File: config.mk
export PLATFORM = sky130hd
export DESIGN_NAME = readout_scheduler
export DESIGN_NICKNAME = d
export VERILOG_FILES = /design/src/rtl/readout_scheduler.sv
export SDC_FILE = /design/constraint.sdc
export NUM_CORES = 1
export LEC_CHECK = 0
export CAP_MARGIN = 20
export CORE_AREA = 2 2 205 207
export DETAILED_ROUTE_END_ITERATION = 16
export DIE_AREA = 0 0 207 209
export PLACE_DENSITY = 0.65
export SLEW_MARGIN = 25
export SYNTH_ARGS = -nofsm -noshare
export SYNTH_HDL_FRONTEND = slang
export SYNTH_SLANG_ARGS = --single-unit
export TNS_END_PERCENT = 10
File: constraint.sdc
create_clock -name CLK -period 4.82 [get_ports CLK]
set_input_delay 1.205 -clock CLK [delete_from_list [all_inputs] [get_ports CLK]]
set_output_delay 1.205 -clock CLK [all_outputs]
set_load 0.1 [all_outputs]
File: src/rtl/readout_scheduler.sv
// Round-robin readout scheduler: grants one requester at a time and serializes
// its captured word as a START / ID / DATA frame on a single registered line.
module readout_scheduler #(
    parameter int WIDTH_INPUT = 128,
    parameter int NUM_REQ     = 4,
    parameter int ID_WIDTH    = 2
) (
    input  logic                           CLK,
    input  logic                           RST,
    input  logic                           EN,
    input  logic [NUM_REQ-1:0]             req,
    input  logic [NUM_REQ*WIDTH_INPUT-1:0] data_in,
    output logic [NUM_REQ-1:0]             ack,
    output logic                           data_out,
    output logic                           frame_active,
    output logic [ID_WIDTH-1:0]            cur_id,
    output logic [1:0]                     o_dbg_state
);

    localparam int CNT_W = (WIDTH_INPUT > 1) ? $clog2(WIDTH_INPUT) : 1;
    localparam logic [CNT_W-1:0] ID_LAST   = CNT_W'(ID_WIDTH - 1);
    localparam logic [CNT_W-1:0] DATA_LAST = CNT_W'(WIDTH_INPUT - 1);

    typedef enum logic [1:0] {
        S_IDLE  = 2'd0,
        S_START = 2'd1,
        S_ID    = 2'd2,
        S_DATA  = 2'd3
    } state_t;

    state_t                 r_state;
    logic [CNT_W-1:0]       r_cnt;
    logic [WIDTH_INPUT-1:0] r_shift;
    logic [ID_WIDTH-1:0]    r_id_sh;
    logic [ID_WIDTH-1:0]    r_cur_id;
    logic [ID_WIDTH-1:0]    r_ptr;
    logic [NUM_REQ-1:0]     r_ack;
    logic                   r_data_out;
    logic                   r_active;

    logic                   w_found;
    logic [ID_WIDTH-1:0]    w_grant;
    logic [WIDTH_INPUT-1:0] w_word;
    logic                   w_grant_pt;
    logic                   w_start;

    // Index wraps modulo NUM_REQ, so requesters >= NUM_REQ are never reachable.
    function automatic logic [ID_WIDTH-1:0] rr_index(input logic [ID_WIDTH-1:0] base,
                                                     input int off);
        int s;
        s = int'(base) + off;
        if (s >= NUM_REQ) s = s - NUM_REQ;
        return ID_WIDTH'(s);
    endfunction

    always_comb begin
        w_found = 1'b0;
        w_grant = '0;
        for (int i = 0; i < NUM_REQ; i++) begin
            if (!w_found && req[rr_index(r_ptr, i)]) begin
                w_found = 1'b1;
                w_grant = rr_index(r_ptr, i);
            end
        end
        w_word = '0;
        for (int k = 0; k < NUM_REQ; k++) begin
            if (k == int'(w_grant)) w_word = data_in[k*WIDTH_INPUT +: WIDTH_INPUT];
        end
    end

    assign w_grant_pt = (r_state == S_IDLE) || ((r_state == S_DATA) && (r_cnt == DATA_LAST));
    assign w_start    = w_grant_pt && EN && w_found;

    always_ff @(posedge CLK or posedge RST) begin
        if (RST) begin
            r_state    <= S_IDLE;
            r_cnt      <= '0;
            r_shift    <= '0;
            r_id_sh    <= '0;
            r_cur_id   <= '0;
            r_ptr      <= '0;
            r_ack      <= '0;
            r_data_out <= 1'b0;
            r_active   <= 1'b0;
        end else begin
            r_ack <= '0;
            if (w_start) begin
                r_state    <= S_START;
                r_cnt      <= '0;
                r_shift    <= w_word;
                r_id_sh    <= w_grant;
                r_cur_id   <= w_grant;
                r_ptr      <= rr_index(w_grant, 1);
                r_ack      <= NUM_REQ'(1) << w_grant;
                r_data_out <= 1'b1;
                r_active   <= 1'b1;
            end else begin
                case (r_state)
                    S_IDLE: begin
                        r_data_out <= 1'b0;
                        r_active   <= 1'b0;
                    end
                    S_START: begin
                        r_state    <= S_ID;
                        r_cnt      <= '0;
                        r_data_out <= r_id_sh[0];
                        r_id_sh    <= r_id_sh >> 1;
                    end
                    S_ID: begin
                        if (r_cnt == ID_LAST) begin
                            r_state    <= S_DATA;
                            r_cnt      <= '0;
                            r_data_out <= r_shift[0];
                            r_shift    <= r_shift >> 1;
                        end else begin
                            r_cnt      <= r_cnt + CNT_W'(1);
                            r_data_out <= r_id_sh[0];
                            r_id_sh    <= r_id_sh >> 1;
                        end
                    end
                    S_DATA: begin
                        // Last bit with no grant available: frame ends here.
                        if (r_cnt == DATA_LAST) begin
                            r_state    <= S_IDLE;
                            r_cnt      <= '0;
                            r_data_out <= 1'b0;
                            r_active   <= 1'b0;
                        end else begin
                            r_cnt      <= r_cnt + CNT_W'(1);
                            r_data_out <= r_shift[0];
                            r_shift    <= r_shift >> 1;
                        end
                    end
                    default: r_state <= S_IDLE;
                endcase
            end
        end
    end

    assign ack          = r_ack;
    assign data_out     = r_data_out;
    assign frame_active = r_active;
    assign cur_id       = r_cur_id;
    assign o_dbg_state  = r_state;

endmodule

==> flow_summary.ini <==
[clocking]
clk_path_buf_depth = 2
cts_made_buffers = 17
htreeDepth = 4
path_clk_slew_ps = 60
cts_setup_buffers = 0
cts_hold_buf = 0
postCtsResizedCells = 0
cts.sinks = 149
insertion_delay_ps = 440
cts_tree = built
cts_root_buffer = clkbuf_16

[outcome]
status = finished clean

[logic_synthesis]
synth_seq_cells = 149
yosys_warnings = 0
synth_cell_types = 41
syn_area_um2 = 9970
synth_edf_count = 0
synthesis.nets = 1559
yosysSeqAreaShare_pct = 37.4
synth_cells = 1027
syn_avg_cell_area_um2 = 9.71
async_flop_share_pct = 100
ys.flop_type = dfrtp_1

[power]
pwr_density_cell_nw_per_um2 = 210
leakagePower_nw = 6.01
irDropWorstVdd_mv = 0.191

[die]
dieArea_um2 = 43300
start_util_pct = 24.2
rows = 75
fp.dieW_um = 207
die_h_um = 209
core_um2 = 41300
pin_count = 529

[critical_path]
worst-setup-path-type = in2reg
crit_end = r_shift[54]
slowest_stage = buf_4
cp_max_fo = 46
worstPathRequired_ps = 5200
rr_endpoint = r_shift[54]
crit_start = req[0]
r2r_slack_ps = 1640
reg2reg_depth = 9
cp_slowest_stage_delay_ps = 560
path_cells = clkdlybuf4s50_1 > a21oi_1 > o21a_1 > o22a_1 > inv_1 > ha_4 > buf_4 > a221oi_1 > o311ai_0 > o221a_2
start_kind = primary input
reg2reg_from = r_ptr[1]
cp.arrival_ps = 4420
endpoint_kind = register

[flow_run]
maxCapViolations = 0

[sta]
fin_crit_sh_pct = 84.0
holdWs_ps = 491
rsz0062_at_grt = no
final_hold_viol_count = 0
max-slew-margin-rel_pct = 30.2
period_minus_slack_ps = 4050
max_freq_mhz = 247
fin_tns_setup_ps = 0
skew_ps = 8.01
slew_violations = 0
setup_violations = 0
tightestPinTransition_ps = 1040

[final_layout]
num-fill-cells = 4076
nets = 2002
drive_gt1_share_pct = 11.1
syn_to_final_growth_pct = 64.8

[min_path]
whs_path_depth = 1
min_path_type = reg2reg

[route]
wl_met1_mm = 17.9
ant_nets = 0
initialDrtViolationCount = 1028
wl_met2_mm = 20.4
wl_mm = 42.7
routed.top_layer = met5
num_vias = 11200
dr_wl_met3_mm = 3.29
wl_per_cell_um = 21.0
vias_per_cell = 5.51
dr.pass1.iters = 6
drcViolationCount = 0

[placed_design]
port_buffers = 528
gp_congestion = 0.928
dp_hpwl_mm = 31.4

[global_route]
grt_max_degree = 110
grt_pass1_vias = 11200
overflow = 0
antenna_found_initial = 9
grt_pass1_wl_mm = 65.2
grtUsageTotal_pct = 19.0
-- cell families (layout without fill, tap and decap cells) --
group / after synthesis / after routing / synth area share (%)
AOI/OAI and AO/OA: 427 / 427 / 39.7
DFF: 149 / 149 / 37.4
other: 0 / 5 / 0
buffers and inverters: 137 / 593 / 5.77
and+or+nand+nor: 297 / 297 / 15.1
adders and majority gates: 13 / 13 / 1.63
muxes: 4 / 4 / 0.414
-- stage by stage --
stage	instances	utilization, %	area (um^2)	total power [W]	setup WS [ps]
after global routing	2026	39.8	16400	0.00361	675
final	2027	39.8	16400	0.00346	772
after detailed placement	1990	38.2	15800	0.00204	405
after CTS	2022	39.8	16400	0.00350	841
after global placement	1990	38.2	15800	0.00204	455
after floorplan	1027	-	9980	0.00151	1500
-- worst min-delay path by stage --
| stage | from | to | slack (ps) |
|---|---|---|---|
| floorplan | r_id_sh[1] | r_id_sh[1] | 460 |
| global placement | r_id_sh[1] | r_id_sh[1] | 480 |
| detailed placement | r_id_sh[1] | r_id_sh[1] | 480 |
| CTS | r_id_sh[1] | r_id_sh[1] | 500 |
| global route | cur_id[0] | cur_id[0] | 530 |
| finish | r_id_sh[1] | r_id_sh[1] | 490 |
-- per-layer routing --
metal	vias to the layer above	global-route usage [%]
met5	-	0
li1	5131	-
met2	510	30.7
met4	6	6.50
met3	64	5.08
met1	5459	24.4
-- where the power goes --
part           internal [W]  total (W)  switching, W
Combinational      0.000487   0.000768      0.000281
Sequential          0.00125    0.00125             0
Clock              0.000869    0.00144      0.000569
Total               0.00261    0.00346      0.000850
-- state kept, by name, indices dropped and copies added, names as in the netlist --
| register | flops |
|---|---|
| data_out | 1 |
| r_cnt | 7 |
| frame_active | 1 |
| cur_id | 2 |
| o_dbg_state | 2 |
| ack | 4 |
| r_id_sh | 2 |
| r_shift | 128 |
| r_ptr | 2 |
-- worst max-delay path, delay by kind of cell --
kind / cells / cell delay (ps)
AO/OA/AOI/OAI: 6 / 1480
adder cells (fa/ha/maj): 1 / 390
buffers and inverters: 3 / 1280
-- layout make-up --
class                   instances  area [um^2]  share of cell area, %
diodes                          5         12.5                 0.0761
clock buffers                  17          425                   2.59
clock inverters                15          206                   1.26
inverters                       9         37.5                  0.228
multi-input cells             741         5730                   34.9
flip-flops and latches        149         3730                   22.7
well taps                     539          674                   4.10
repair buffers                552         5620                   34.2
-- cells in the mapped netlist, types with 2 or more instances --
cell / instances / area share (%)
dfrtp_1: 149 / 37
nand2_1: 135 / 5.1
nor2b_1: 129 / 8.1
a221oi_1: 128 / 11
o311ai_0: 127 / 11
clkbuf_1: 109 / 4.1
o221a_2: 97 / 11
o221a_1: 30 / 3.4
buf_2: 13 / 0.65
ha_1: 13 / 1.6
o21ai_0: 12 / 0.60
inv_1: 9 / 0.34
a21oi_1: 8 / 0.40
nand2b_1: 7 / 0.44
and3_1: 6 / 0.38
buf_6: 6 / 0.68
nor2_1: 6 / 0.23
a21o_1: 4 / 0.30
a31oi_1: 4 / 0.25
nand3_1: 4 / 0.20
nor3_1: 4 / 0.20
a22o_1: 3 / 0.26
mux2i_1: 3 / 0.30
o21a_1: 3 / 0.23
a22oi_1: 2 / 0.15
-- layout by cell type (no fill, tap or decap), types with 6 or more instances in the layout --
cell type	netlist	layout
o221a_2	97	97
a21oi_1	8	8
inv_1	9	8
nand2_1	135	135
nor2_1	6	6
dfrtp_1	149	149
o311ai_0	127	127
clkbuf_16	0	17
nor2b_1	129	128
clkdlybuf4s50_1	0	528
and3_1	6	6
buf_12	0	12
ha_1	13	10
o21ai_0	12	12
clkinvlp_4	0	6
buf_4	0	12
o221a_1	30	30
nand2b_1	7	6
a221oi_1	128	128
Note: power is estimated with default switching activity, not from simulation.
